$ cat config.mk
export PLATFORM = sky130hd
export DESIGN_NAME = nebula_sw_alloc_flat
export DESIGN_NICKNAME = d
export VERILOG_FILES = /design/src/rtl/nebula_sw_alloc_if.sv /design/src/rtl/nebula_sw_alloc.sv /design/src/flat_wrapper.sv
export SDC_FILE = /design/constraint.sdc
export NUM_CORES = 1
export LEC_CHECK = 0
export CAP_MARGIN = 20
export CORE_ASPECT_RATIO = 0.9
export CORE_MARGIN = 1.5
export CORE_UTILIZATION = 50
export DETAILED_ROUTE_END_ITERATION = 7
export MAX_ROUTING_LAYER = met4
export PLACE_DENSITY = 0.68
export SYNTH_ARGS = -nofsm -noshare
export SYNTH_HDL_FRONTEND = slang
export SYNTH_SLANG_ARGS = --single-unit
$ cat constraint.sdc
create_clock -name clk -period 6.3 [get_ports clk]
set_clock_uncertainty 0.05 [all_clocks]
set_input_delay 0.945 -clock clk [delete_from_list [all_inputs] [get_ports clk]]
set_output_delay 0.945 -clock clk [all_outputs]
set_load 0.005 [all_outputs]
$ cat src/rtl/nebula_sw_alloc_if.sv
// Request/grant/credit bundle between the input stage of a nebula_router
// and its switch allocator.
interface nebula_sw_alloc_if #(
    parameter int PORTS = 5,
    parameter int VCS   = 4,
    parameter int PW    = $clog2(PORTS),
    parameter int VW    = $clog2(VCS)
);
    logic [PORTS-1:0]     req_valid;
    logic [PORTS*PW-1:0]  req_out;
    logic [PORTS*VW-1:0]  req_vc;
    logic [PORTS-1:0]     req_head;
    logic [PORTS-1:0]     req_tail;
    logic [PORTS*VCS-1:0] credit_in;
    logic [PORTS-1:0]     gnt;
    logic [PORTS-1:0]     out_valid;
    logic [PORTS*PW-1:0]  out_sel;
    logic [PORTS-1:0]     congest;
    logic                 err_credit;

    // Handshake: req_valid[i] holds a flit until gnt[i]; a flit is consumed in
    // exactly the cycle where req_valid[i] && gnt[i]. credit_in bits are
    // single-cycle pulses with no back-pressure.
    modport master (
        output req_valid, req_out, req_vc, req_head, req_tail, credit_in,
        input  gnt, out_valid, out_sel, congest, err_credit
    );

    modport slave (
        input  req_valid, req_out, req_vc, req_head, req_tail, credit_in,
        output gnt, out_valid, out_sel, congest, err_credit
    );
endinterface

$ cat src/rtl/nebula_sw_alloc.sv
// Switch allocator with wormhole locking, per-output round-robin among heads
// and per-output/per-VC downstream credit counters.
module nebula_sw_alloc #(
    parameter int PORTS      = 5,
    parameter int VCS        = 4,
    parameter int FIFO_DEPTH = 8,
    localparam int PW = $clog2(PORTS),
    localparam int VW = $clog2(VCS),
    localparam int CW = $clog2(FIFO_DEPTH + 1)
) (
    input logic clk,
    input logic rst_n,
    nebula_sw_alloc_if.slave bus
);

    logic             lock   [PORTS];
    logic [PW-1:0]    owner  [PORTS];
    logic [PW-1:0]    rr     [PORTS];
    logic [CW-1:0]    credit [PORTS][VCS];
    logic [PORTS-1:0] congest_q;
    logic             err_q;

    logic [PW-1:0]    req_out_a  [PORTS];
    logic [VW-1:0]    req_vc_a   [PORTS];
    logic [PORTS-1:0] elig       [PORTS];
    logic [PORTS-1:0] valid_c;
    logic [PW-1:0]    sel_c      [PORTS];
    logic [PORTS-1:0] gnt_c;
    logic [CW-1:0]    credit_nxt [PORTS][VCS];
    logic [PORTS-1:0] congest_nxt;
    logic             err_set;
    logic [PORTS*PW-1:0] out_sel_flat;

    always_comb begin
        for (int i = 0; i < PORTS; i++) begin
            req_out_a[i] = bus.req_out[i*PW +: PW];
            req_vc_a[i]  = bus.req_vc[i*VW +: VW];
        end
    end

    // Locked outputs only listen to their owner's non-head flits; unlocked
    // outputs only accept heads, picked round-robin starting at rr[o].
    always_comb begin
        int idx;
        idx = 0;
        for (int o = 0; o < PORTS; o++) begin
            valid_c[o] = 1'b0;
            sel_c[o]   = '0;
            elig[o]    = '0;
            for (int i = 0; i < PORTS; i++) begin
                if (bus.req_valid[i] && (int'(req_out_a[i]) == o) &&
                    (credit[o][req_vc_a[i]] != '0)) begin
                    if (lock[o])
                        elig[o][i] = (owner[o] == PW'(i)) && !bus.req_head[i];
                    else
                        elig[o][i] = bus.req_head[i];
                end
            end
            if (lock[o]) begin
                if (elig[o][owner[o]]) begin
                    valid_c[o] = 1'b1;
                    sel_c[o]   = owner[o];
                end
            end else begin
                for (int k = 0; k < PORTS; k++) begin
                    idx = int'(rr[o]) + k;
                    if (idx >= PORTS) idx = idx - PORTS;
                    if (!valid_c[o] && elig[o][idx]) begin
                        valid_c[o] = 1'b1;
                        sel_c[o]   = PW'(idx);
                    end
                end
            end
        end
        for (int i = 0; i < PORTS; i++) begin
            gnt_c[i] = 1'b0;
            for (int o = 0; o < PORTS; o++)
                if (valid_c[o] && (sel_c[o] == PW'(i))) gnt_c[i] = 1'b1;
        end
    end

    // A grant and a returned credit on the same counter cancel out.
    always_comb begin
        logic dec;
        logic inc;
        dec         = 1'b0;
        inc         = 1'b0;
        err_set     = 1'b0;
        congest_nxt = '0;
        for (int o = 0; o < PORTS; o++) begin
            for (int v = 0; v < VCS; v++) begin
                dec = valid_c[o] && (req_vc_a[sel_c[o]] == VW'(v));
                inc = bus.credit_in[o*VCS + v];
                credit_nxt[o][v] = credit[o][v];
                if (inc && !dec) begin
                    if (credit[o][v] == CW'(FIFO_DEPTH))
                        err_set = 1'b1;
                    else
                        credit_nxt[o][v] = credit[o][v] + CW'(1);
                end else if (dec && !inc) begin
                    credit_nxt[o][v] = credit[o][v] - CW'(1);
                end
                if (credit_nxt[o][v] == '0) congest_nxt[o] = 1'b1;
            end
        end
    end

    always_ff @(posedge clk or negedge rst_n) begin
        if (!rst_n) begin
            for (int o = 0; o < PORTS; o++) begin
                lock[o]  <= 1'b0;
                owner[o] <= '0;
                rr[o]    <= '0;
                for (int v = 0; v < VCS; v++) credit[o][v] <= CW'(FIFO_DEPTH);
            end
            congest_q <= '0;
            err_q     <= 1'b0;
        end else begin
            for (int o = 0; o < PORTS; o++) begin
                for (int v = 0; v < VCS; v++) credit[o][v] <= credit_nxt[o][v];
                if (valid_c[o]) begin
                    if (bus.req_head[sel_c[o]]) begin
                        rr[o] <= (sel_c[o] == PW'(PORTS-1)) ? '0 : sel_c[o] + PW'(1);
                        if (!bus.req_tail[sel_c[o]]) begin
                            lock[o]  <= 1'b1;
                            owner[o] <= sel_c[o];
                        end
                    end else if (bus.req_tail[sel_c[o]]) begin
                        lock[o] <= 1'b0;
                    end
                end
            end
            congest_q <= congest_nxt;
            if (err_set) err_q <= 1'b1;
        end
    end

    always_comb begin
        for (int o = 0; o < PORTS; o++) out_sel_flat[o*PW +: PW] = sel_c[o];
    end

    assign bus.gnt        = gnt_c;
    assign bus.out_valid  = valid_c;
    assign bus.out_sel    = out_sel_flat;
    assign bus.congest    = congest_q;
    assign bus.err_credit = err_q;

endmodule

$ cat src/flat_wrapper.sv
// flat-port wrapper written by rule: the top's interface ports become plain ports
module nebula_sw_alloc_flat 
#(
    parameter int PORTS      = 5,
    parameter int VCS        = 4,
    parameter int FIFO_DEPTH = 8,
    localparam int PW = $clog2(PORTS),
    localparam int VW = $clog2(VCS),
    localparam int CW = $clog2(FIFO_DEPTH + 1)
)
  (clk, rst_n, bus_req_valid, bus_req_out, bus_req_vc, bus_req_head, bus_req_tail, bus_credit_in, bus_gnt, bus_out_valid, bus_out_sel, bus_congest, bus_err_credit);
  nebula_sw_alloc_if #(.PORTS(PORTS), .VCS(VCS)) bus_i ();
  input logic clk;
  input logic rst_n;
  input wire logic [$bits(bus_i.req_valid)-1:0] bus_req_valid;
  input wire logic [$bits(bus_i.req_out)-1:0] bus_req_out;
  input wire logic [$bits(bus_i.req_vc)-1:0] bus_req_vc;
  input wire logic [$bits(bus_i.req_head)-1:0] bus_req_head;
  input wire logic [$bits(bus_i.req_tail)-1:0] bus_req_tail;
  input wire logic [$bits(bus_i.credit_in)-1:0] bus_credit_in;
  output wire logic [$bits(bus_i.gnt)-1:0] bus_gnt;
  output wire logic [$bits(bus_i.out_valid)-1:0] bus_out_valid;
  output wire logic [$bits(bus_i.out_sel)-1:0] bus_out_sel;
  output wire logic [$bits(bus_i.congest)-1:0] bus_congest;
  output wire logic [$bits(bus_i.err_credit)-1:0] bus_err_credit;
  assign bus_i.req_valid = bus_req_valid;
  assign bus_i.req_out = bus_req_out;
  assign bus_i.req_vc = bus_req_vc;
  assign bus_i.req_head = bus_req_head;
  assign bus_i.req_tail = bus_req_tail;
  assign bus_i.credit_in = bus_credit_in;
  assign bus_gnt = bus_i.gnt;
  assign bus_out_valid = bus_i.out_valid;
  assign bus_out_sel = bus_i.out_sel;
  assign bus_congest = bus_i.congest;
  assign bus_err_credit = bus_i.err_credit;
  nebula_sw_alloc #(.PORTS(PORTS), .VCS(VCS), .FIFO_DEPTH(FIFO_DEPTH)) u_core (.clk(clk), .rst_n(rst_n), .bus(bus_i));
endmodule
# Word level (Yosys, flattened, before mapping)
# Index checks and enable logic that the tools add are counted.
classes:
  eq_ne: 100
  n_addsub: 90
  n_reduce_logical: 330
  n_mux: 550
  order_cmp: 70
  n_bitwise: 15
op_table:
  columns: ["op", "n"]
  rows:
  - ["$mux 32", 50]
  - ["$lt 32x5->1 const B", 25]
  - ["$ge 32x4->1 const B", 20]
  - ["$sub 32x4->32 const B", 20]
  - ["$mux 4", 110]
  - ["$mux 1", 270]
  - ["$bmux 4 s2", 25]
  - ["$logic_and 1x1->1", 180]
  - ["$bmux 1 s3", 40]
  - ["$mux 3", 40]
  - ["$reduce_bool 4->1", 25]
  - ["$add 4x1->4 const B", 20]
  - ["$eq 4x4->1 const B", 20]
  - ["$logic_not 4->1", 20]
  - ["$sub 4x1->4 const B", 20]
  - ["$eq 3x2->1 const B", 25]
  - ["$eq 3x3->1 const B", 25]
  - ["$logic_not 1->1", 65]
  - ["$logic_not 3->1", 15]
  - ["$add 3x2->4 const B", 10]
  - ["$lt 3x4->1 const B", 10]
  - ["$bmux 2 s3", 5]
  - ["$eq 3x1->1 const B", 10]
  - ["$ge 3x3->1 const B", 10]
  - ["16 further kinds", 95]
word_totals:
  out_inout_bits: 31
  elab_cells: 1192
  register_bits: 121

# Longest topological paths before layout
# Gate-level depths: netlist of the first run.
depth:
  ltp_word: 75
  depth_mapped: 24

# Least setup slack after synthesis of the first run
# OpenSTA, ideal clock, no wires.
synth_timing:
  kind: "input -> register"
  start: "input port bus_req_vc[9]"
  end: "register u_core.congest_q[3], in the netlist u_core.bus.congest[3]"
  path_slack_ns: 1.007
  t_arrival_ns: 5.139
  stages: 19
  required_time_ns: 6.146
  path_cell_list: "buf_2 -> nor2_1 -> a221o_1 -> or3_1 -> buf_2 -> or3_1 -> a32o_1 -> o21a_1 -> o41ai_1 -> a31o_1 -> buf_6 -> inv_2 -> o21ai_0 -> o221ai_4 -> nor2_4 -> mux2_4 -> a211o_1 -> or4_1 -> o311ai_1"
synth_lines:
  columns: ["element", "line_no", "text"]
  rows:
  - ["from (decl)", "flat_wrapper.sv:17", "input wire logic [$bits(bus_i.req_vc)-1:0] bus_req_vc;"]
  - ["to (signal assigned)", "nebula_sw_alloc.sv:133", "congest_q <= congest_nxt;"]
  - ["to (decl)", "nebula_sw_alloc.sv:20", "logic [PORTS-1:0] congest_q;"]

# Worst setup path after layout of the first run
layout_timing:
  start: "input port bus_req_vc[1]"
  end: "output port bus_gnt[4]"
layout_between:
  elab_chain_cells: 35
  elab_cells_between_ends: 261
layout_rtl:
  columns: ["element", "line_no", "text"]
  rows:
  - ["$not 2->3 (not written as such) (*)", "nebula_sw_alloc.sv:52", "(credit[o][req_vc_a[i]] != '0)) begin"]
  - ["$bmux 4 s2", "nebula_sw_alloc.sv:52", null]
  - ["$mux 4 (not written as such) (2 in series)", "nebula_sw_alloc.sv:52", null]
  - ["$reduce_bool 4->1", "nebula_sw_alloc.sv:52", null]
  - ["$logic_and 1x1->1", "nebula_sw_alloc.sv:51", "if (bus.req_valid[i] && (int'(req_out_a[i]) == o) &&"]
  - ["$mux 1", "nebula_sw_alloc.sv:51", null]
  - ["$bmux 1 s3", "nebula_sw_alloc.sv:68", "if (!valid_c[o] && elig[o][idx]) begin"]
  - ["$mux 1 (not written as such) (2 in series)", "nebula_sw_alloc.sv:68", null]
  - ["[14 not listed]", null, null]
  - ["$logic_not 1->1", "nebula_sw_alloc.sv:68", null]
  - ["$logic_and 1x1->1", "nebula_sw_alloc.sv:68", null]
  - ["$mux 3", "nebula_sw_alloc.sv:68", null]
  - ["$mux 3", "nebula_sw_alloc.sv:59", "if (lock[o]) begin"]
  - ["$eq 3x3->1", "nebula_sw_alloc.sv:78", "if (valid_c[o] && (sel_c[o] == PW'(i))) gnt_c[i] = 1'b1;"]
  - ["$logic_and 1x1->1", "nebula_sw_alloc.sv:78", null]
  - ["$mux 1 (4 in series)", "nebula_sw_alloc.sv:78", null]
  - ["$mux 1 (*)", "nebula_sw_alloc.sv:78", null]
  - ["to (decl)", "flat_wrapper.sv:21", "output wire logic [$bits(bus_i.gnt)-1:0] bus_gnt;"]
# Every way passes the cells marked *; elsewhere a longest branch is shown, timed or not. The select of a mux whose other input is x is not followed.

==> run_results.csv, run 1 <==
group,metric,value,unit
critical_path,cp.required,5300,ps
placement,finalWeightedCongestion,1.05,
clock_network,clockBufferDepth,2,
timing,hold_violations,0,
synth,syn_nets,2434,
synth,netlist_area,17400,sq um
synth,ys_ff_latch,121,
grt,grt_pass1_vias,18511,
finish,final_util,0.667,
synth,synth_ff_type,"dfrtp_1",
die,ioPinCount,93,
clock_network,insertion_delay,470,ps
routing,avgRoutedWirePerCell,20.7,um
clock_network,cts_hold_buffers,0,
die,row_count,64,
power_and_ir_drop,ir_worst_vdd,0.000352,V
clock_network,cts_inserted_buffers,17,
timing,relSlewSlack,0.454,
synth,ys_seq_area_frac,0.175,
timing,tightest_slew,819,ps
clock_network,cts_max_level,4,
clock_network,root_buffer,"clkbuf_16",
routing,ant_nets,0,
finish,areaGrowthSynthToFinish,30.7,%
placement,placed_area,21400,sq um
finish,nets,2842,
clock_network,clk_pin_slew,60,ps
critical_path,crit_arrival,5300,ps
critical_path,crit_fanout,5,
power_and_ir_drop,power_density,608,nW/um^2
die,core,34100,sq um
synth,synth.distinct_cells,137,
synth,syn_area_per_cell,7.73,sq um
timing,whs,494,ps
power_and_ir_drop,p_leak,9.79,nW
grt,grt_max_degree,77,
timing,fin_ws,4.27,ps
timing,setup_viol,0,
synth,async_flop_share,1.00,
routing,drcViolationCount,0,
timing,clock.fmax,159,MHz
routing,vias_per_cell,6.43,
routing,wl,64.9,mm
clock_network,cts_tree,"built",
run_status,status,"finished clean",
die,initial_core_util,0.510,
routing,first_pass_iters,6,
power_and_ir_drop,fin_total_pwr,13.8,mW
grt,grt_usage,0.361,
synth,synth_edf_count,0,
finish,final_cell_area,22800,sq um
clock_network,cts_sinks,121,
grt,antenna_found_initial,5,
grt,grt_pass1_wl,99.3,mm
timing,rsz0062_at_grt,"true",
min_path,hold_path.class,"primary input to async pin",
timing,final_max_slew_viol_count,0,
critical_path,critPathLaunchType,"primary input",
die,die_y,180,um
synth,synthCells,2251,
flow_run,max-cap-violations,0,
timing,fin_crit,6300,ps
die,die_area,35900,sq um
routing,num_vias,20194,
timing,period_share,0.999,
finish,drive_gt1_frac,0.257,
critical_path,endpoint_kind,"output port",
grt,grt_overflow,0,
placement,hpwlAfterDp,50.6,mm
placement,place_ws,-382,ps
die,die_w,200,um
routing,drt_iter0_drc,1994,
synth,ys_warn_count,0,
placement,portBuffers,92,
critical_path,path_class,"primary input to output port",
==> where the power goes <==
group	total (mW)	internal, mW	switching, mW	leakage (nW)
sequential	1.84	1.22	0.623	1.43
clock	1.01	0.533	0.480	0.293
combinational	11.0	4.97	6.00	8.07
total	13.8	6.72	7.10	9.79
==> cell usage in the layout (no fill, tap or decap), drive strengths merged, types with 22 or more instances in the layout <==
cell type,instances
nor2,193
nand2b,39
and3,27
nor2b,33
nand2,194
or2,26
xnor2,59
buf,396
nor4,39
a31oi,35
clkdlybuf4s50,70
nor3,83
o22ai,60
a21oi,104
o211ai,26
or3,23
nand4,31
inv,149
o21ai,128
mux2i,86
ha,116
o31ai,28
or4,37
nand3,73
and2,22
dfrtp,101
==> sequential cells by signal, summed over array words and instances (netlist names) <==
| name | count |
|---|---|
| u_core.bus.congest | 5 |
| u_core.rr | 15 |
| u_core.lock | 5 |
| u_core.owner | 15 |
| u_core.credit | 80 |
| u_core.bus.err_credit | 1 |
==> kinds of logic after synthesis <==
group / share of synthesized area
muxes: 0.0645
buffers and inverters: 0.0588
DFF: 0.175
AOI/OAI and AO/OA: 0.281
and+or+nand+nor: 0.293
adders and majority gates: 0.0897
xor gates and xnor gates: 0.0382
==> cells in the mapped netlist (36+ instances only) <==
library cell,instances,area [sq um]
dfrtp_1,101,2530
ha_1,116,1450
nand2_1,193,724
xnor2_1,59,517
a21oi_1,102,510
nor2_1,184,691
nand2b_1,39,244
o21ai_0,114,571
nor3_1,79,395
inv_1,136,510
mux2i_1,86,861
nand3_1,73,365
buf_2,36,180
clkbuf_1,45,169
o22ai_1,57,357
==> timing repair <==
item | CTS | global route
endpoints found under the setup margin | 5 | 5
buffers inserted | 3 | 11
resized for setup | 36 | 113
pin swaps | 7 | 20
==> routing by layer <==
layer / GRT usage / up-vias / wire length, um
met3: 0.0751 / 155 / 5950
met4: 0.132 / 0 / 2350
li1: - / 9395 / -
met5: - / - / 0
met1: 0.476 / 9688 / 27700
met2: 0.542 / 956 / 28900
==> worst paths after layout <==
check	endpoint	from	slack, ps	depth (start not counted)
max in group asynchronous	u_core.rr[9]$_DFFE_PN0P_	rst_n	4470	2
worst max-delay path	bus_gnt[4]	bus_req_vc[1]	4	19
worst min register to register	u_core.credit[51]$_DFF_PN1_	u_core.credit[51]$_DFF_PN1_	500	1
worst max register to register	u_core.bus.err_credit$_DFFE_PN0P_	u_core.credit[12]$_DFF_PN0_	450	19
min in group clk	u_core.credit[51]$_DFF_PN1_	u_core.credit[51]$_DFF_PN1_	500	1
worst min-delay path	u_core.credit[77]$_DFF_PN0_	rst_n	490	1
==> critical path, stage by stage <==
cell	delay, ps
clkdlybuf4s50_1	470
or2_2	340
buf_4	170
o31a_1	340
nand4_2	160
nor2_1	70
o32a_1	340
buf_4	150
o21ai_0	360
o311ai_2	230
a221oi_2	360
nor2_2	100
inv_2	100
ha_1	200
and2_1	190
nor4_2	60
buf_4	130
nand2_1	80
clkdlybuf4s50_1	500
==> layout make-up <==
cell class,instances,area (sq um)
inverters,147,564
repair buffers,487,4000
fillers,2936,11400
diodes,6,15.0
well taps,462,578
clock inverters,15,176
multi-input cells,1885,13900
clock buffers,17,425
flip-flops and latches,121,3060
==> stage by stage <==
stage | std cells | TNS, ps
2_1_floorplan | 2251 | 0
3_3_place_gp | 3088 | -1820
3_5_place_dp | 3088 | -1920
4_1_cts | 3123 | 0
5_1_grt | 3139 | -149
6_report | 3140 | 0
Note: power is estimated with default switching activity, not from simulation.
==> run 2, diff against run 1 <==
- PLACE_DENSITY: 0.68 -> 0.67
==> run_results.csv, run 2 (synthesized netlist as in run 1, its figures left out) <==
group,metric,value,unit
flow_run,max-cap-violations,0,
timing,tightest_slew,926,ps
routing,met3_length,5.96,mm
routing,avgRoutedWirePerCell,20.6,um
finish,nets,2829,
critical_path,endpoint_kind,"output port",
clock_network,cts_tree,"built",
placement,finalWeightedCongestion,1.02,
finish,largest_reg_flops,80,
timing,hold_violations,0,
timing,relSlewSlack,0.375,
routing,ant_nets,0,
routing,met1_length,27.5,mm
finish,regMostFlops,"u_core.credit",
power_and_ir_drop,p_leak,9.65,nW
grt,antenna_found_initial,2,
die,die_y,180,um
timing,period_share,0.987,
die,initial_core_util,0.510,
routing,drt_iter0_drc,2439,
clock_network,root_buffer,"clkbuf_16",
power_and_ir_drop,power_density,610,nW/um^2
critical_path,reg2regPathDepth,19,
clock_network,insertion_delay,450,ps
power_and_ir_drop,ir_worst_vdd,0.000346,V
clock_network,cts_sinks,121,
placement,portBuffers,92,
timing,final_max_slew_viol_count,0,
finish,final_util,0.660,
min_path,hold_path.class,"primary input to async pin",
critical_path,crit_arrival,5220,ps
placement,hpwlAfterDp,50.3,mm
clock_network,clk_pin_slew,60,ps
clock_network,cts_inserted_buffers,17,
die,die_w,200,um
die,die_area,35900,sq um
critical_path,crit_fanout,6,
timing,fin_crit,6220,ps
finish,layout_common_cells,"376 x buf_4, 189 x nand2_1, 183 x nor2_1",
routing,wl,64.3,mm
grt,grt_pass1_vias,18699,
finish,drive_gt1_frac,0.252,
grt,grt_pass1_wl,99.5,mm
routing,drcViolationCount,0,
grt,grt_overflow,0,
finish,areaGrowthSynthToFinish,29.3,%
grt,grt_usage,0.357,
routing,top_layer,"met4",
critical_path,path_class,"primary input to output port",
die,core,34100,sq um
routing,first_pass_iters,7,
clock_network,clockBufferDepth,2,
timing,setup_viol,0,
timing,clock.fmax,161,MHz
run_status,status,"finished clean",
routing,route.met2.wl,28.4,mm
routing,num_vias,20191,
finish,largestRegisters,"u_core.credit: 80 flops, u_core.owner: 15 flops, u_core.rr: 15 flops",
critical_path,cp.required,5300,ps
finish,mostFrequentLayoutCell,"buf_4",
die,row_count,64,
clock_network,cts_hold_buffers,0,
critical_path,critPathLaunchType,"primary input",
clock_network,cts_max_level,4,
die,ioPinCount,93,
grt,grt_max_degree,71,
routing,vias_per_cell,6.47,
timing,setup_tns,0,ps
[run 2: final timing paths]
path | end | slack [ps] | startpoint
min in group clk | u_core.credit[55]$_DFF_PN1_ | 500 | u_core.credit[55]$_DFF_PN1_
max in group asynchronous | u_core.credit[60]$_DFF_PN0_ | 4500 | rst_n
worst max register to register | u_core.bus.congest[4]$_DFF_PN0_ | 510 | u_core.lock[0]$_DFFE_PN0P_
worst min register to register | u_core.credit[55]$_DFF_PN1_ | 500 | u_core.credit[55]$_DFF_PN1_
worst min-delay path | u_core.bus.congest[0]$_DFF_PN0_ | 480 | rst_n
worst max-delay path | bus_gnt[3] | 80 | bus_req_vc[3]
[run 2: final cells by class]
cell class	instances	area, sq um
antenna	2	5.00
tap	462	578
clock buffer	19	443
inverter	147	568
fill	3018	11600
clock inverter	13	144
multi-input combinational	1885	13900
sequential	121	3060
timing repair buffer	474	3860
[run 2: stage by stage]
stage | hold slack, ps | total power [mW] | worst slack [ps] | area [sq um] | cells
6_report | 484 | 13.7 | 81.8 | 22500 | 3123
5_1_grt | 506 | 14.7 | -65.0 | 22500 | 3123
4_1_cts | 495 | 13.2 | 3.43 | 22000 | 3115
3_5_place_dp | 484 | 12.0 | -304 | 21300 | 3082
3_3_place_gp | 487 | 11.7 | -371 | 21300 | 3082
2_1_floorplan | 439 | 8.12 | 1010 | 17400 | 2251
[run 2: layer usage]
layer	up-vias	global-route usage
met3	187	0.0634
met4	0	0.117
met2	1031	0.541
li1	9369	-
met1	9604	0.479
met5	-	-
[run 2: worst max-delay path, stage by stage]
cell,delay (ps)
clkdlybuf4s50_1,560
or2_2,200
o22ai_1,120
or4_4,610
or4_1,590
nand2_2,140
a211o_1,140
o211ai_1,140
a311oi_4,320
nor2_4,60
ha_1,200
ha_1,180
a222oi_1,340
buf_4,190
nand2_1,50
clkdlybuf4s50_1,440
[run 2: what timing repair did]
item / in CTS / in global routing
gates resized for setup: 25 / 114
pin swaps: 4 / 20
endpoints found under the setup margin: 5 / 6
cloned: 0 / 0
buffers inserted: 1 / 6
[run 2: power breakdown]
| part | internal, mW | switching, mW | total (mW) |
|---|---|---|---|
| Clock | 0.595 | 0.428 | 1.02 |
| Sequential | 1.22 | 0.632 | 1.85 |
| Combinational | 4.90 | 5.95 | 10.9 |
